$ cat config.mk
export PLATFORM = sky130hd
export DESIGN_NAME = bias_load_ctrl_flat
export DESIGN_NICKNAME = d
export VERILOG_FILES = /design/src/rtl/bias_load_ctrl_if.sv /design/src/rtl/bias_load_ctrl.sv /design/src/flat_wrapper.sv
export SDC_FILE = /design/constraint.sdc
export NUM_CORES = 1
export LEC_CHECK = 0
export ABC_AREA = 1
export CELL_PAD_IN_SITES_DETAIL_PLACEMENT = 1
export CELL_PAD_IN_SITES_GLOBAL_PLACEMENT = 2
export CORE_AREA = 2 2 433 435
export DETAILED_ROUTE_END_ITERATION = 6
export DIE_AREA = 0 0 435 437
export PLACE_DENSITY_LB_ADDON = 0.1
export SYNTH_ARGS = -nofsm -noshare
export SYNTH_HDL_FRONTEND = slang
export SYNTH_SLANG_ARGS = --single-unit
$ cat constraint.sdc
create_clock -name clk_i -period 2.65 [get_ports clk_i]
set_input_delay 0.265 -clock clk_i [delete_from_list [all_inputs] [get_ports clk_i]]
set_output_delay 0.265 -clock clk_i [all_outputs]
set_load 0.1 [all_outputs]
$ cat src/rtl/bias_load_ctrl_if.sv
// Bias loader bus interface.
// Groups the load request, read request/return channel, bias register write
// port and status flags of bias_load_ctrl.
//   start_i, base_addr_i, num_pkg_i   : load request (host -> loader)
//   rd_req_o, rd_addr_o, rd_ack_i     : read request channel
//   rd_valid_i, rd_data_i             : in-order read data return
//   bias_en_o, bias_addr_o, bias_data_o : bias register array write port
//   busy_o, done_o, err_o             : status
// Modports: slave = loader side, master = host/memory side.
interface bias_load_ctrl_if #(
  parameter int DW = 512,
  parameter int AW = 32
) ();
  logic          start_i;
  logic [AW-1:0] base_addr_i;
  logic [4:0]    num_pkg_i;
  logic          rd_req_o;
  logic [AW-1:0] rd_addr_o;
  logic          rd_ack_i;
  logic          rd_valid_i;
  logic [DW-1:0] rd_data_i;
  logic          bias_en_o;
  logic [4:0]    bias_addr_o;
  logic [DW-1:0] bias_data_o;
  logic          busy_o;
  logic          done_o;
  logic          err_o;

  modport slave (
    input  start_i, base_addr_i, num_pkg_i, rd_ack_i, rd_valid_i, rd_data_i,
    output rd_req_o, rd_addr_o, bias_en_o, bias_addr_o, bias_data_o,
           busy_o, done_o, err_o
  );

  modport master (
    output start_i, base_addr_i, num_pkg_i, rd_ack_i, rd_valid_i, rd_data_i,
    input  rd_req_o, rd_addr_o, bias_en_o, bias_addr_o, bias_data_o,
           busy_o, done_o, err_o
  );
endinterface

$ cat src/rtl/bias_load_ctrl.sv
// Bias load controller.
// Fetches N packages (N = num_pkg_i, 0 meaning 32) of DW bits each from
// consecutive addresses starting at base_addr_i and writes package k into
// bias register k. Requests and data returns are counted independently, so
// data may come back while requests are still outstanding.
// Ports:
//   clk_i  - clock, rising edge
//   rst_i  - synchronous active-high reset
//   bus    - bias_load_ctrl_if.slave (request, read channel, write port,
//            busy/done/err status)
// Optional feature: define BIAS_LOAD_TIMEOUT_EN to add a LOAD watchdog that
// aborts the load with a one-cycle err_o pulse after TMO quiet cycles.
// Without it err_o is constant 0.
module bias_load_ctrl #(
  parameter int DW  = 512,
  parameter int FW  = 32,
  parameter int RL  = 512,
  parameter int AW  = 32,
  parameter int TMO = 1024
) (
  input  logic              clk_i,
  input  logic              rst_i,
  bias_load_ctrl_if.slave   bus
);

  localparam logic [AW-1:0] PKG_BYTES = AW'(DW / 8);
  // Packages that fit in the bias array; caps N for non-default geometries.
  localparam int            MAX_PKG   = RL / (DW / FW);
  localparam logic [5:0]    PKG_CAP   = (MAX_PKG >= 32) ? 6'd32 : 6'(MAX_PKG);

  typedef enum logic [1:0] {IDLE, LOAD, FIN} state_t;

  state_t        state, state_nxt;
  logic [AW-1:0] base_q;
  logic [5:0]    npkg_q;
  logic [5:0]    req_cnt;
  logic [5:0]    dat_cnt;
  logic [5:0]    npkg_in;
  logic          start_acc;
  logic          req_pend;
  logic          ack_acc;
  logic          wr_acc;
  logic          timeout;

  logic          wr_en_p1;
  logic [4:0]    wr_addr_p1;
  logic [DW-1:0] wr_data_p1;

  always_comb begin
    npkg_in = (bus.num_pkg_i == 5'd0) ? 6'd32 : {1'b0, bus.num_pkg_i};
    if (npkg_in > PKG_CAP) npkg_in = PKG_CAP;
  end

  assign start_acc = (state == IDLE) && bus.start_i;
  assign req_pend  = (state == LOAD) && (req_cnt < npkg_q);
  assign ack_acc   = req_pend && bus.rd_ack_i;
  assign wr_acc    = (state == LOAD) && bus.rd_valid_i && (dat_cnt < npkg_q);

`ifdef BIAS_LOAD_TIMEOUT_EN
  localparam int WDW = $clog2(TMO + 1);

  logic [WDW-1:0] wdog;
  logic           err_q;

  // The cycle with activity (or the start cycle) counts as quiet cycle 0,
  // so the abort lands exactly TMO cycles after the last activity.
  assign timeout = (state == LOAD) && !bus.rd_ack_i && !bus.rd_valid_i &&
                   (dat_cnt != npkg_q) && (wdog == WDW'(TMO - 1));

  always_ff @(posedge clk_i) begin
    if (rst_i) begin
      wdog  <= '0;
      err_q <= 1'b0;
    end else begin
      err_q <= timeout;
      if (start_acc || bus.rd_ack_i || bus.rd_valid_i) wdog <= WDW'(1);
      else if (state == LOAD)                          wdog <= wdog + WDW'(1);
    end
  end

  assign bus.err_o = err_q;
`else
  assign timeout   = 1'b0;
  assign bus.err_o = 1'b0;
`endif

  // State register
  always_ff @(posedge clk_i) begin
    if (rst_i) state <= IDLE;
    else       state <= state_nxt;
  end

  // Next-state logic
  always_comb begin
    state_nxt = state;
    case (state)
      IDLE:    if (bus.start_i) state_nxt = LOAD;
      LOAD: begin
        if (dat_cnt == npkg_q) state_nxt = FIN;
        else if (timeout)      state_nxt = IDLE;
      end
      FIN:     state_nxt = IDLE;
      default: state_nxt = IDLE;
    endcase
  end

  // Output logic
  always_comb begin
    bus.busy_o    = (state == LOAD);
    bus.done_o    = (state == FIN);
    bus.rd_req_o  = req_pend;
    bus.rd_addr_o = '0;
    if (req_pend) bus.rd_addr_o = base_q + AW'(req_cnt) * PKG_BYTES;
  end

  always_ff @(posedge clk_i) begin
    if (rst_i) begin
      base_q  <= '0;
      npkg_q  <= '0;
      req_cnt <= '0;
      dat_cnt <= '0;
    end else if (start_acc) begin
      base_q  <= bus.base_addr_i;
      npkg_q  <= npkg_in;
      req_cnt <= '0;
      dat_cnt <= '0;
    end else begin
      if (ack_acc) req_cnt <= req_cnt + 6'd1;
      if (wr_acc)  dat_cnt <= dat_cnt + 6'd1;
    end
  end

  // Stage p1: registered bias write; address/data hold between writes
  always_ff @(posedge clk_i) begin
    if (rst_i) begin
      wr_en_p1   <= 1'b0;
      wr_addr_p1 <= '0;
      wr_data_p1 <= '0;
    end else begin
      wr_en_p1 <= wr_acc;
      if (wr_acc) begin
        wr_addr_p1 <= dat_cnt[4:0];
        wr_data_p1 <= bus.rd_data_i;
      end
    end
  end

  assign bus.bias_en_o   = wr_en_p1;
  assign bus.bias_addr_o = wr_addr_p1;
  assign bus.bias_data_o = wr_data_p1;

endmodule

$ cat src/flat_wrapper.sv
// flat-port wrapper written by rule: the top's interface ports become plain ports
module bias_load_ctrl_flat 
#(
  parameter int DW  = 512,
  parameter int FW  = 32,
  parameter int RL  = 512,
  parameter int AW  = 32,
  parameter int TMO = 1024
)
  (clk_i, rst_i, bus_start_i, bus_base_addr_i, bus_num_pkg_i, bus_rd_ack_i, bus_rd_valid_i, bus_rd_data_i, bus_rd_req_o, bus_rd_addr_o, bus_bias_en_o, bus_bias_addr_o, bus_bias_data_o, bus_busy_o, bus_done_o, bus_err_o);
  bias_load_ctrl_if #(.DW(DW), .AW(AW)) bus_i ();
  input  logic clk_i;
  input  logic rst_i;
  input wire logic [$bits(bus_i.start_i)-1:0] bus_start_i;
  input wire logic [$bits(bus_i.base_addr_i)-1:0] bus_base_addr_i;
  input wire logic [$bits(bus_i.num_pkg_i)-1:0] bus_num_pkg_i;
  input wire logic [$bits(bus_i.rd_ack_i)-1:0] bus_rd_ack_i;
  input wire logic [$bits(bus_i.rd_valid_i)-1:0] bus_rd_valid_i;
  input wire logic [$bits(bus_i.rd_data_i)-1:0] bus_rd_data_i;
  output wire logic [$bits(bus_i.rd_req_o)-1:0] bus_rd_req_o;
  output wire logic [$bits(bus_i.rd_addr_o)-1:0] bus_rd_addr_o;
  output wire logic [$bits(bus_i.bias_en_o)-1:0] bus_bias_en_o;
  output wire logic [$bits(bus_i.bias_addr_o)-1:0] bus_bias_addr_o;
  output wire logic [$bits(bus_i.bias_data_o)-1:0] bus_bias_data_o;
  output wire logic [$bits(bus_i.busy_o)-1:0] bus_busy_o;
  output wire logic [$bits(bus_i.done_o)-1:0] bus_done_o;
  output wire logic [$bits(bus_i.err_o)-1:0] bus_err_o;
  assign bus_i.start_i = bus_start_i;
  assign bus_i.base_addr_i = bus_base_addr_i;
  assign bus_i.num_pkg_i = bus_num_pkg_i;
  assign bus_i.rd_ack_i = bus_rd_ack_i;
  assign bus_i.rd_valid_i = bus_rd_valid_i;
  assign bus_i.rd_data_i = bus_rd_data_i;
  assign bus_rd_req_o = bus_i.rd_req_o;
  assign bus_rd_addr_o = bus_i.rd_addr_o;
  assign bus_bias_en_o = bus_i.bias_en_o;
  assign bus_bias_addr_o = bus_i.bias_addr_o;
  assign bus_bias_data_o = bus_i.bias_data_o;
  assign bus_busy_o = bus_i.busy_o;
  assign bus_done_o = bus_i.done_o;
  assign bus_err_o = bus_i.err_o;
  bias_load_ctrl #(.DW(DW), .FW(FW), .RL(RL), .AW(AW), .TMO(TMO)) u_core (.clk_i(clk_i), .rst_i(rst_i), .bus(bus_i));
endmodule
Yosys cells after proc, flatten, opt, wreduce, memory -nomap -nowiden
Index checks and enable logic that the tools add are counted.
Operators by class
  $add $sub $neg: 3
  order comparisons: 3
  eq/ne operators: 5
  multiplexer cells: 6
  reductions and logical operators: 9
Operators with widths (number)
  adder 32 x 12 -> 32 bit: 1
  two-way mux 32 bit: 1
  adder 6 x 1 -> 6 bit, second input constant: 2
  < comparator 6 bit: 2
  two-way mux 6 bit: 2
  equality test 6 bit: 1
  > comparator 6 bit, second input constant: 1
  logical AND 1 bit: 5
  logical NOT 5 bit: 1
  two-way mux 2 bit: 2
  one-hot mux 2 bit (2 select lines): 1
  equality test 2 x 1 -> 1 bit, second input constant: 1
  equality test 2 bit, second input constant: 1
  logical NOT 2 bit: 1
  != test 2 x 1 -> 1 bit, second input constant: 1
  != test 2 bit, second input constant: 1
  AND reduction 2 bit: 1
  OR reduction 2 bit: 1
Storage, ports and cells
  bits in registers: 570
  bits of input ports: 554
  output and inout port bits: 554
  word-level logic and storage cells: 34

Depth between registers and ports, before layout
Gate-level depths: netlist (run 1).
  word-level depth: 4
  gate-level depth with buffers: 12
  depth with buffers taken out: 12

Worst setup path before layout (run 1)
OpenSTA, ideal clock, no wires.
  path kind: register to output
  start: register u_core.req_cnt[0]
  end: output bus_rd_addr_o[14]
  arrival time: 3.556 ns
  data required time: 2.385 ns
  setup slack: -1.171 ns
  stages on the path, launching flop included: 11
  path buffers: 0
  cells stage by stage: dfxtp_1 ha_1 inv_1 fa_1 inv_1 nand3_1 nand3_1 nand2_1 nand2_1 nor2_1 nor3_1
Between the ends
  longest elaborated chain between the ends: 3
  elaborated cells between the ends (all ways): 4
  classes of those cells: add/sub (1); order compare (1); mux (1); reduce/logical (1)
RTL lines
  from (decl): line bias_load_ctrl.sv:36  | logic [5:0] req_cnt;
  from (signal assigned): line bias_load_ctrl.sv:128  | if (ack_acc) req_cnt <= req_cnt + 6'd1;
  branches (longest 2 deep; another with adder 32 x 12 -> 32 bit)
  two-way mux 32 bit *: line bias_load_ctrl.sv:113  | if (req_pend) bus.rd_addr_o = base_q + AW'(req_cnt) * PKG_BYTES;
  to (decl): line flat_wrapper.sv:21  | output wire logic [$bits(bus_i.rd_addr_o)-1:0] bus_rd_addr_o;
Every way passes the cells marked *.

Worst setup path after layout (run 1)
  start: register u_core.req_cnt[5]
  end: output bus_rd_addr_o[12]
Same word-level chain as after synthesis.

==> results of run 1 <==
-- sequential cells by signal (all words and copies together) (netlist names) --
signal and count:
u_core.npkg_q 6, u_core.bus.bias_en_o 1, u_core.bus.bias_data_o 512, u_core.dat_cnt 6, u_core.base_q 32, u_core.state 2, u_core.req_cnt 6, u_core.bus.bias_addr_o 5
-- kinds of logic after synthesis --
group                    after synthesis  share of synthesized area
adder cells (fa/ha/maj)               20                    0.01204
AO/OA/AOI/OAI                        601                     0.1409
XOR/XNOR                              10                   0.004091
other                                  1                  0.0001751
flip-flops                           570                     0.5330
AND/OR/NAND/NOR                     1319                     0.2364
buffers and inverters                262                    0.07340
-- routing by layer --
metal | vias up | part of all wire
met1 | 10790 | 0.38
met2 | 636 | 0.54
met4 | 22 | 0.023
li1 | 11240 | -
met3 | 185 | 0.062
met5 | - | 0.00090
-- metrics by stage --
stage               instance area, µm²  setup slack [ns]    util  hold WS [ns]  power, mW
finish                           38810           -0.1307  0.2097        0.1478      32.89
floorplan                        21560           -0.3308       -        0.3374      17.49
detailed placement               34630            0.1999  0.1871        0.4512      21.03
global placement                 34630            0.1782  0.1871        0.4499      21.00
global route                     38780           -0.2906  0.2096        0.1035      34.49
CTS                              38460           -0.2279  0.2079       0.05714      33.76
-- how the worst max path moves through the flow --
stage / cells past startpoint / startpoint / to
floorplan: 10 / u_core.req_cnt[0] / bus_rd_addr_o[14]
global placement: 11 / u_core.req_cnt[0] / bus_rd_addr_o[14]
detailed placement: 11 / u_core.base_q[6] / bus_rd_addr_o[14]
CTS: 12 / u_core.req_cnt[0] / bus_rd_addr_o[28]
global route: 10 / u_core.req_cnt[0] / bus_rd_addr_o[14]
finish: 9 / u_core.req_cnt[5] / bus_rd_addr_o[12]
-- cells in the final DEF, fill, tap and decap left out, types with 56 or more instances in the layout --
cell type        Yosys  layout
o21ai_0             90      88
clkdlybuf4s50_1      0     553
clkbuf_16            0      87
buf_4               33     578
inv_1               70      56
buf_12               0      76
nor2_1            1134    1088
dfxtp_1            570     551
o21ai_1            467     465
nand2_1            119      70
-- power groups by stage --
stage / clock, mW / combinational [mW] / sequential [mW]
after detailed placement: 0 / 11.0 / 10.1
after global routing: 12.9 / 11.7 / 9.98
after global placement: 0 / 11.0 / 10.0
after CTS: 12.6 / 11.2 / 9.88
final: 11.9 / 11.1 / 9.87
after floorplan: 0 / 2.26 / 15.2
-- area by class of cell --
class	instances	area, µm²
clock buffer	136	2611
inverter	75	322.8
multi-input combinational	1951	9397
sequential	570	11450
antenna	15	37.54
tap	2480	3103
clock inverter	20	284.0
fill	21790	146200
timing repair buffer	1225	11610
-- repair_timing --
| action | 4_1_cts | 5_1_grt |
|---|---|---|
| gates resized for setup | 185 | 70 |
| cloned | 1 | 0 |
| pin swaps | 40 | 42 |
| buffers inserted | 20 | 11 |
| endpoints found under the setup margin | 33 | 84 |
-- critical path: stages, from the launching register on --
cell and delay [ns]:
dfxtp_4 0.38, ha_4 0.34, nand2_2 0.10, nor2_1 0.12
nand2_2 0.09, nand3_4 0.10, buf_8 0.16, nor2_4 0.04
nor3_4 0.26, buf_12 0.21
==> metrics.txt, run 1 <==
post-detailed-routing wire length=146100 µm; Worst VDD drop=approximately 0.44 mV; Clock Skews=around 0.024 ns; Net Count, Synth=3357; most frequent cell after synthesis=nor2_1; # DRC=0; Clock transition at path regs=approximately 0.06 ns; initial antenna violation count=61; Seq cells post-synth=570; IO Pins=~1100; most instantiated cells after synthesis=nor2_1, dfxtp_1, o21ai_1; RSZ-0062 raised after global routing=true; Final Non-Filler Cells=6472; top-area cell type share of the netlist area=0.5330; Post-synth ARST share=0; worst hold start=bus_base_addr_i[31]; Starting Density=0.1157; die outline width=between 400 and 500 µm; Syn Area/Cell=roughly 7.7 µm²; Critical Path End Type=primary output; Worst Path Max Fanout=6; first-pass iteration count of the detailed router=4; number of global-route vias before repair=around 24000; # clock sinks=570; max-slew violations=0; first-pass GRT wire length=between 200000 and 250000 µm; Final ANT Viol Nets=0; grt peak-use layer=met2; Static Leak=between 15 and 20 nW; Primary FF master, synth=dfxtp_1; Overflow after GRT=0; fin crit share=1.049; FF-to-FF Start=u_core.npkg_q[5]; Final Critical Period=about 2.8 ns; Flop pwr share=0.300; routing usage on met3=0.04781; Post-synth EDFFs=0; Layout area overhead=81.26%; largest net degree at the start of global routing=81; TritonCTS Buffers=between 80 and 90; Mapped Cells=roughly 2800; clock buffer depth=3; hold endpoint=u_core.base_q[31]; num rows=roughly 160; layout cells sized above 1=0.2489; Reg-to-Reg End=u_core.bus.bias_data_o[276]; GR Layer Usage met1=0.1582; Layout Nets=~4500; yosys synthesis warning count=0; GR Util met2=0.2835; top cells by area, synth=dfxtp_1, nor2_1, o21ai_1, buf_6, o21ai_0; Post-CTS Hold Buffers=0; worst r2r path cells=12; DIE HEIGHT=about 440 µm; slew margin rel.=0.5110; Net Sw Frac=0.4136; core area=roughly 0.19 mm²; H-tree depth=3; outcome=finished with violations; CP Launch Type=register; sequential share of the synthesized area=0.5330; Synth area leader=dfxtp_1; Unique masters post-synth=32; Final Hold Fails=0; DRT iter0 DRCs=between 700 and 800; Cell Area, Synth=between 0.02 and 0.025 mm²; max cap viols=0; clock latency on the worst-skew pair=0.72 ns; R2R Setup Slk=about 0.19 ns; Least-Margin Pin Slew=around 0.73 ns; Power Density=847.5 mW/mm²; internal power=a little under 20 mW; GRT Util Overall=0.1494; Vias/cell=between 3 and 4; Final Wtd Congestion=between 0.7 and 0.8; root buffer selected by CTS=clkbuf_16; Worst EP arrival=2.52 ns; WHS Path Cells=3; Clock power frac=0.363; dpl cells=6270; WP data required=between 2 and 2.5 ns; number of buffers added on ports=~1100; Switch Pwr=~14 mW; routed length per instance=between 20 and 25 µm; vias after detailed routing=22870; Setup TNS=-0.8976 ns; Achievable Freq=around 0.36 GHz; Gate power share=0.337; Tightest Hold Check Type=input port to register; Crit Path Category=register to primary output; Die ar.=between 0.15 and 0.2 mm²; failing checks=negative setup slack; CTS tree=yes; hpwl dp=114800 µm; final worst slack=-0.1307 ns; final setup fails=21
No activity file was read; power rests on OpenSTA's default activity.
==> run 2, diff against run 1 <==
Settings changed: CAP_MARGIN from default to 0.
==> results of run 2 <==
No change in the layout: final DEF, timing and power equal those of run 1.
==> run 3, diff against run 2 <==
Settings changed: REMOVE_ABC_BUFFERS from default to 1.
==> run 3 against run 2 <==
Compared with the run above:
- clock power is 4% lower
- final area is 0.96% lower
- combinational power about the same
- maximum frequency up 1.3%
- largest cell class unchanged
- die area unchanged
- critical path type unchanged
- register-to-register slack improved by 0.07 ns
- sequential power up 0.4%
- sequential share of layout area is 0.31 points higher
- total power shrank 1.9%
- core utilization decreased by 0.20 points
- first-iteration DRC count shrank 13%
- the run still ends with negative setup slack left
==> metrics.txt, run 3 (synthesis gave the netlist of run 1 again) <==
Critical Path End Type=primary output (unchanged); H-tree depth=3 (unchanged); commonest cells after routing, fill and taps aside=nor2_1, buf_4, clkdlybuf4s50_1, dfxtp_1, o21ai_1 (unchanged); Final Hold Fails=0 (unchanged); clock buffer depth=3 (unchanged); CTS tree=yes (unchanged); clock latency on the worst-skew pair=0.71 ns (was 0.72 ns); Achievable Freq=0.3643 GHz (was 0.3596 GHz); RSZ-0062 raised after global routing=true (unchanged); die outline width=435 µm (unchanged); Final Non-Filler Cells=6473 (was 6472); fin crit share=1.036 (was 1.049); final worst slack=-0.09494 ns (was -0.1307 ns); max incr delay on CP=0.35 ns (was 0.38 ns); Clock Skews=0.03713 ns (was 0.02382 ns); Static Leak=15.12 nW (was 15.25 nW); max-slew violations=0 (unchanged); failing checks=negative setup slack (unchanged); Die ar.=0.1901 mm² (unchanged); final setup fails=11 (was 21); Final Core Density=0.2077 (was 0.2097); first-pass GRT wire length=193900 µm (was 200900 µm); largest net degree at the start of global routing=69 (was 81); hpwl dp=111000 µm (was 114800 µm); Final Critical Period=2.745 ns (was 2.781 ns); WP data required=2.38 ns (about the same); Clock transition at path regs=0.06 ns (about the same); GR Layer Usage met1=0.1476 (was 0.1582); Layout area overhead=79.52% (was 81.26%); DRT iter0 DRCs=681 (was 782); layout cells sized above 1=0.2444 (was 0.2489); slowest CP cell=dfxtp_2 (was dfxtp_4); # DRC=0 (unchanged); Overflow after GRT=0 (unchanged); number of global-route vias before repair=24020 (was 23700); IO Pins=1108 (unchanged); Power Density=839.2 mW/mm² (was 847.5 mW/mm²); Final Wtd Congestion=0.7712 (was 0.7769); post-detailed-routing wire length=141300 µm (was 146100 µm); routed length per instance=21.83 µm (was 22.58 µm); GR Util met2=0.2585 (was 0.2835); vias after detailed routing=22810 (was 22870); outcome=finished with violations (unchanged); max cap viols=0 (unchanged); initial antenna violation count=59 (was 61); Layout Nets=4487 (was 4483); Worst VDD drop=0.4047 mV (was 0.4352 mV); first-pass iteration count of the detailed router=4 (unchanged); DIE HEIGHT=437 µm (unchanged); hold slack=0.1609 ns (was 0.1478 ns); Crit Path Category=register to primary output (unchanged); Starting Density=0.1157 (unchanged); core area=0.1850 mm² (unchanged); CP Cell Sequence=ha_4, inv_2, fa_2, inv_2, nand3_2, nand3_2, buf_6, nand3b_1, nand2_2, nor2_2, nor2_2, buf_12 (was ha_4, nand2_2, nor2_1, nand2_2, nand3_4, buf_8, nor2_4, nor3_4, buf_12); Final ANT Viol Nets=0 (unchanged); Worst Path Max Fanout=3 (was 6); fillcell total=21840 (was 21790); GRT Util Overall=0.1437 (was 0.1494); Vias/cell=3.524 (was 3.534); num rows=158 (unchanged); Setup TNS=-0.3694 ns (was -0.8976 ns); Tightest Hold Check Type=input port to register (unchanged); Worst EP arrival=2.48 ns (was 2.52 ns); # clock sinks=570 (unchanged); root buffer selected by CTS=clkbuf_16 (unchanged); routing usage on met3=0.05724 (was 0.04781); number of buffers added on ports=1106 (unchanged); dpl cells=6281 (was 6270); TritonCTS Buffers=86 (unchanged); commonest non-fill, non-tap cell in the layout=nor2_1 (unchanged); grt peak-use layer=met2 (unchanged); CP Launch Type=register (unchanged); max reg flops=512 (unchanged); Post-CTS Hold Buffers=0 (unchanged)
-- run 3: stage by stage --
stage	cell area [µm²]	worst slack, ns	power (mW)
6_report	38440	-0.09494	32.26
3_3_place_gp	34490	0.01866	20.96
3_5_place_dp	34490	0.01487	20.96
2_1_floorplan	20120	-16.03	17.42
4_1_cts	38080	-0.2267	33.09
5_1_grt	38420	-0.2705	33.88
-- run 3: area by class of cell --
class,count,area [µm²],area share
timing repair buffer,1229,11560,0.3008
sequential,570,11460,0.2981
multi-input combinational,1951,9241,0.2404
tap,2480,3103,0.08073
clock buffer,135,2559,0.06657
inverter,75,312.8,0.008138
clock inverter,13,152.6,0.003971
antenna,20,50.05,0.001302
-- run 3: power by group --
| part | switching (mW) | total [mW] | internal (mW) |
|---|---|---|---|
| combinational | 8.19 | 11.0 | 2.80 |
| clock | 4.58 | 11.4 | 6.77 |
| sequential | 0.510 | 9.91 | 9.40 |
-- run 3: metal layers --
metal / vias to the layer above / share of wire
li1: 11230 / -
met1: 10640 / 0.37
met2: 632 / 0.51
met3: 251 / 0.077
met4: 56 / 0.039
met5: - / 0.0024
-- run 3: critical path: cells and delay by family (launching register included) --
kind          cells  cell delay [ns]
simple gates      6             0.54
fa+ha+maj         2             0.48
buf+inv           4             0.43
flops             1             0.35
-- run 3: worst paths after layout --
path,startpoint,endpoint,slack [ns],cells after the start
setup / recovery,u_core.req_cnt[0],bus_rd_addr_o[26],-0.09,12
hold / removal,bus_base_addr_i[31],u_core.base_q[31],0.16,3
setup reg to reg,u_core.npkg_q[5],u_core.bus.bias_data_o[296],0.26,12
hold reg to reg,u_core.bus.bias_data_o[287],u_core.bus.bias_data_o[287],0.48,2
-- run 3: what timing repair did --
action | CTS | global route
endpoints found under the hold margin | 0 | 0
setup endpoints to repair | 32 | 34
gates cloned | 3 | 0
gates resized for setup | 173 | 82
pin swaps | 38 | 45
buffers inserted | 16 | 7
